**src/rtl/reg_display_scanner.sv**
```systemverilog
// rtl/reg_display_scanner.sv - register-bank read scanner multiplexed onto a 4-digit common-anode 7-segment display
// Optional feature macro DP_MARK_EN adds an active-low dp output lit on the address digits.
module reg_display_scanner #(
   parameter int BIT_ADDR    = 3,
   parameter int BIT_DATO    = 4,
   parameter int REFRESH_DIV = 50000,
   parameter int SCAN_FRAMES = 100
) (
   input  logic                clk,
   input  logic                rst,
   input  logic                mode,
   input  logic [BIT_ADDR-1:0] sw_addrA,
   input  logic [BIT_ADDR-1:0] sw_addrB,
   output logic [BIT_ADDR-1:0] addrRa,
   output logic [BIT_ADDR-1:0] addrRb,
   input  logic [BIT_DATO-1:0] datOutRa,
   input  logic [BIT_DATO-1:0] datOutRb,
   output logic [3:0]          an,
   output logic [6:0]          seg
`ifdef DP_MARK_EN
   ,
   output logic                dp
`endif
);

   localparam int RW = $clog2(REFRESH_DIV + 1);
   localparam int FW = $clog2(SCAN_FRAMES + 1);
   localparam logic [RW-1:0]       REF_LAST   = RW'(REFRESH_DIV - 1);
   localparam logic [RW-1:0]       REF_ONE    = RW'(1);
   localparam logic [FW-1:0]       FRAME_LAST = FW'(SCAN_FRAMES - 1);
   localparam logic [FW-1:0]       FRAME_ONE  = FW'(1);
   localparam logic [BIT_ADDR-1:0] ADDR_ONE   = BIT_ADDR'(1);

   logic [RW-1:0]       refreshCnt;
   logic [FW-1:0]       frameCnt;
   logic [1:0]          digitIdx;
   logic [BIT_ADDR-1:0] scanPtr;
   logic [BIT_DATO-1:0] capA, capB;
   logic                modeQ;
   logic                tick, frameEnd, modeChg, scanStep;
   logic [3:0]          nibble;

   assign tick     = (refreshCnt == REF_LAST);
   assign frameEnd = tick && (digitIdx == 2'd3);
   assign modeChg  = (mode != modeQ);
   // A mode change restarts the frame count, so it also suppresses a step on that edge.
   assign scanStep = frameEnd && (frameCnt == FRAME_LAST) && mode && !modeChg;

   function automatic logic [6:0] hex7(input logic [3:0] v);
      case (v)
         4'h0: hex7 = 7'b1000000;
         4'h1: hex7 = 7'b1111001;
         4'h2: hex7 = 7'b0100100;
         4'h3: hex7 = 7'b0110000;
         4'h4: hex7 = 7'b0011001;
         4'h5: hex7 = 7'b0010010;
         4'h6: hex7 = 7'b0000010;
         4'h7: hex7 = 7'b1111000;
         4'h8: hex7 = 7'b0000000;
         4'h9: hex7 = 7'b0010000;
         4'hA: hex7 = 7'b0001000;
         4'hB: hex7 = 7'b0000011;
         4'hC: hex7 = 7'b1000110;
         4'hD: hex7 = 7'b0100001;
         4'hE: hex7 = 7'b0000110;
         default: hex7 = 7'b0001110;
      endcase
   endfunction

   always_comb begin
      nibble = 4'h0;
      case (digitIdx)
         2'd0: nibble = 4'(capB);
         2'd1: nibble = 4'(addrRb);
         2'd2: nibble = 4'(capA);
         default: nibble = 4'(addrRa);
      endcase
   end

   always_ff @(posedge clk) begin
      if (rst) begin
         refreshCnt <= '0;
         digitIdx   <= 2'd0;
         frameCnt   <= '0;
         scanPtr    <= '0;
         addrRa     <= '0;
         addrRb     <= '0;
         capA       <= '0;
         capB       <= '0;
         modeQ      <= mode;
         an         <= 4'b1111;
         seg        <= 7'b1111111;
`ifdef DP_MARK_EN
         dp         <= 1'b1;
`endif
      end else begin
         modeQ      <= mode;
         refreshCnt <= tick ? '0 : refreshCnt + REF_ONE;
         if (tick)
            digitIdx <= digitIdx + 2'd1;
         if (modeChg)
            frameCnt <= '0;
         else if (frameEnd)
            frameCnt <= (frameCnt == FRAME_LAST) ? '0 : frameCnt + FRAME_ONE;
         if (scanStep)
            scanPtr <= scanPtr + ADDR_ONE;
         if (mode) begin
            addrRa <= scanPtr;
            addrRb <= scanPtr + ADDR_ONE;
         end else begin
            addrRa <= sw_addrA;
            addrRb <= sw_addrB;
         end
         capA <= datOutRa;
         capB <= datOutRb;
         an   <= ~(4'b0001 << digitIdx);
         seg  <= hex7(nibble);
`ifdef DP_MARK_EN
         dp   <= ~digitIdx[0];
`endif
      end
   end

endmodule

```
**config.mk**
```make
export PLATFORM = sky130hd
export DESIGN_NAME = reg_display_scanner
export DESIGN_NICKNAME = d
export VERILOG_FILES = /design/src/rtl/reg_display_scanner.sv
export SDC_FILE = /design/constraint.sdc
export NUM_CORES = 1
export LEC_CHECK = 0
export ABC_CLOCK_PERIOD_IN_PS = 2700
export CORE_AREA = 2 2 73 75
export CTS_BUF_LIST = sky130_fd_sc_hd__clkbuf_16
export DETAILED_ROUTE_END_ITERATION = 16
export DIE_AREA = 0 0 75 77
export PLACE_DENSITY = 0.73
export SYNTH_ARGS = -nofsm -noshare
export SYNTH_HDL_FRONTEND = slang
export SYNTH_SLANG_ARGS = --single-unit
```
**constraint.sdc**
```tcl
create_clock -name clk -period 2.7 [get_ports clk]
set_clock_uncertainty 0.05 [all_clocks]
set_input_delay 0.54 -clock clk [delete_from_list [all_inputs] [get_ports clk]]
set_output_delay 0.54 -clock clk [all_outputs]
set_load 0.02 [all_outputs]
```
==> qor.csv <==
stage,metric,value,unit
yosys,synthFlopType,dfxtp_1,
route,first_pass_iters,4,
placement,dp_hpwl,3.334,mm
yosys,syn-num-nets,292,
job,cap_violations,0,
route,drt.antenna.violating_nets,0,
yosys,synth_area_leaders,"dfxtp_1, ha_1, xnor2_1",
yosys,avgSynthCellArea,9.401,um^2
timing,fmax,379.1,MHz
timing,hold_ws,0.4171,ns
grt,track_usage,0.1721,
grt,grt_max_degree,18,
clock_network,cts-root-buf,clkbuf_16,
route,vias,1901,
placement,dpl_cell_area,2861,um^2
critical_path,reg2reg_to,seg[1]$_SDFF_PP1_,
yosys,synthCells,261,
status,status,"complete, no violations",
yosys,synth.top_cell.area_share,0.4406,
timing,timing_hold_violations_final,0,
yosys,netlist_area,2454,um^2
clock_network,hold_buffers,0,
route,wirelength,4.587,mm
critical_path,r2r_start,digitIdx[0]$_SDFFE_PP0P_,
critical_path,critical_path.top_delay_family,compound AO/OA/AOI/OAI gates,
critical_path,worstPathRequired,2.83,ns
route,initialDrtViolationCount,64,
die,ios,34,
clock_network,clockBufferDepth,2,
grt,gr-total-overflow,0,
hold_path,hold_class,register to register,
final_layout,fin_area,3062,um^2
power_and_ir_drop,power_density,558.3,nW/um^2
critical_path,critPathSlowestCell,a222oi_1,
placement,place_inst,359,
yosys,synth-seq-area-share,0.4406,
critical_path,crit_cells,8,
yosys,ys_warn_count,0,
final_layout,nets,329,
clock_network,clk_latency,0.29,ns
route,dr_wl_met3,148,um
grt,grt_antenna_before_repair,0,
hold_path,min_path_cells,1,
final_layout,n_antenna_cell,0,
die,die_w,75,um
critical_path,ff2ff_setup_slack,0.06,ns
critical_path,reg2reg_depth,8,
critical_path,crit_fanout,5,
critical_path,cp.buffers_inverters,2,
clock_network,cts_tree,built,
yosys,synth-edff-count,0,
critical_path,worst-setup-path-type,register to register,
hold_path,min_to,refreshCnt[0]$_SDFF_PP0_,
timing,slew_headroom,0.6465,
critical_path,critical-path-max-stage-delay,0.47,ns
final_layout,utilization,0.6151,
timing,period_share,0.9770,
route,wl_met2,2.127,mm
timing,period_needed,2.638,ns
clock_network,cts_sinks,54,
route,routed.top_layer,met4,
route,wl_met1,2.274,mm
route,drc,0,
clock_network,htree_levels,2,
power_and_ir_drop,p_leak,1.135,nW
timing,finalSetupViolCount,0,
die,initial_core_util,0.4930,
yosys,yosysTopAreaCell,dfxtp_1,
timing,maxSlewViolCount,0,
yosys,yosysUniqueCellTypes,41,
placement,portBuffers,33,
die,die_h,77,um
die,rows,26,
route,via_per_inst,5.152,
hold_path,hp-start,refreshCnt[0]$_SDFF_PP0_,
power_and_ir_drop,p_total,1.709,mW
yosys,synth_async_sr_flop_share,0,
final_layout,drive_above_1_share,0.09030,
die,fp.coreArea,4977,um^2
yosys,ys_seq_elements,54,
critical_path,arrival,2.77,ns
grt,grt_pass1_wl,7.879,mm
clock_network,path_clk_slew,0.07,ns
critical_path,start_kind,register,
final_layout,fin_cells,369,
placement,gp_congestion,0.7933,
grt,grt_pass1_vias,1777,
final_layout,synthToLayoutAreaGrowth,24.78,%
power_and_ir_drop,ir_worst_vdd,342.6,uV
route,wire_per_inst,12.43,um
clock_network,cts_buffers,5,
critical_path,worstSetupEndpointType,register,
timing,tightest_slew,0.5283,ns
critical_path,crit_chain,inv_1 -> ha_1 -> a222oi_1 -> mux2i_1 -> inv_1 -> ha_1 -> mux2_2 -> a221o_1,
die,die_area,5775,um^2
-- per-layer routing --
| layer | up-vias | GRT usage |
|---|---|---|
| met3 | 4 | 0.03548 |
| li1 | 979 | - |
| met5 | - | 0 |
| met2 | 33 | 0.2675 |
| met1 | 885 | 0.2365 |
| met4 | 0 | 0.05357 |
-- cells in the mapped netlist, types with 3 or more instances --
cell type	instances
or3_1	6
nor4_1	4
nor3_1	5
a21oi_1	8
nand2_1	11
nand2b_1	5
xnor2_1	15
xor2_1	3
nand4_1	6
o21ai_0	11
nor2_1	31
mux2i_1	12
buf_2	5
nand3_1	11
and4_1	3
mux2_2	3
dfxtp_1	54
inv_1	13
nor2b_1	10
ha_1	14
clkbuf_1	4
-- power by group --
group	internal, mW	total [mW]	leakage (nW)	switching [mW]
registers	0.821	0.833	0.443	0.0122
clock network	0.437	0.720	0.0760	0.283
logic	0.0813	0.156	0.615	0.0743
total	1.34	1.71	1.13	0.370
-- cells in the final DEF (no fill, tap or decap), types with 8 or more instances in the layout --
cell type / count
mux2i_1: 11
xnor2_1: 15
ha_1: 14
inv_1: 13
o21ai_0: 11
nor2b_1: 10
nand2_1: 11
clkdlybuf4s50_1: 33
nand3_1: 11
nor2_1: 31
dfxtp_1: 52
a21oi_1: 8
-- registers in the layout (all words and copies together) (netlist names) --
signal and flops:
refreshCnt 16, frameCnt 7, addrRa 3, addrRb 3, capA 4, modeQ 1
capB 4, an 4, digitIdx 2, scanPtr 3, seg 7
-- worst reg2reg max path: stages, from the launching register on --
cell	delay, ns
dfxtp_2	0.36
inv_1	0.09
ha_1	0.27
a222oi_1	0.47
mux2i_1	0.23
inv_1	0.18
ha_1	0.28
mux2_2	0.27
a221o_1	0.34
-- layout make-up --
cell class                      count  area (um^2)
Multi-Input combinational cell    185         1296
Inverter                           13        48.80
Fill cell                         426         1916
Sequential cell                    54         1084
Clock buffer                        5        125.1
Tap cell                           70        87.58
Timing Repair Buffer               39        375.4
Clock inverter                      3        45.04
-- worst max-delay path by stage --
stage / start / endpoint / slack (ns)
5_1_grt: digitIdx[0]$_SDFFE_PP0P_ / seg[1]$_SDFF_PP1_ / -0.02
6_report: digitIdx[0]$_SDFFE_PP0P_ / seg[1]$_SDFF_PP1_ / 0.06
4_1_cts: digitIdx[0]$_SDFFE_PP0P_ / seg[3]$_SDFF_PP1_ / 0.04
3_3_place_gp: digitIdx[0]$_SDFFE_PP0P_ / seg[1]$_SDFF_PP1_ / 0.22
3_5_place_dp: digitIdx[0]$_SDFFE_PP0P_ / seg[3]$_SDFF_PP1_ / 0.04
2_1_floorplan: digitIdx[0]$_SDFFE_PP0P_ / seg[1]$_SDFF_PP1_ / 0.28
-- metrics by stage --
stage               TNS [ns]  worst slack, ns
CTS                        0          0.04077
floorplan                  0           0.2802
global placement           0           0.2172
global route        -0.02143         -0.01721
finish                     0          0.06220
detailed placement         0          0.03854
-- cells by family after synthesis --
family | after synthesis | synth area share
adders and majority gates | 14 | 0.07139
AOI/OAI and AO/OA | 35 | 0.09383
buffers and inverters | 22 | 0.03620
and+or+nand+nor | 103 | 0.2310
DFF | 54 | 0.4406
xor gates and xnor gates | 18 | 0.06426
muxes | 15 | 0.06272
-- timing repair --
action                                  4_1_cts  5_1_grt
endpoints found under the setup margin        0        3
resized for setup                             0        4
buffers inserted                              0        2
(Power assumes the default switching activity.)
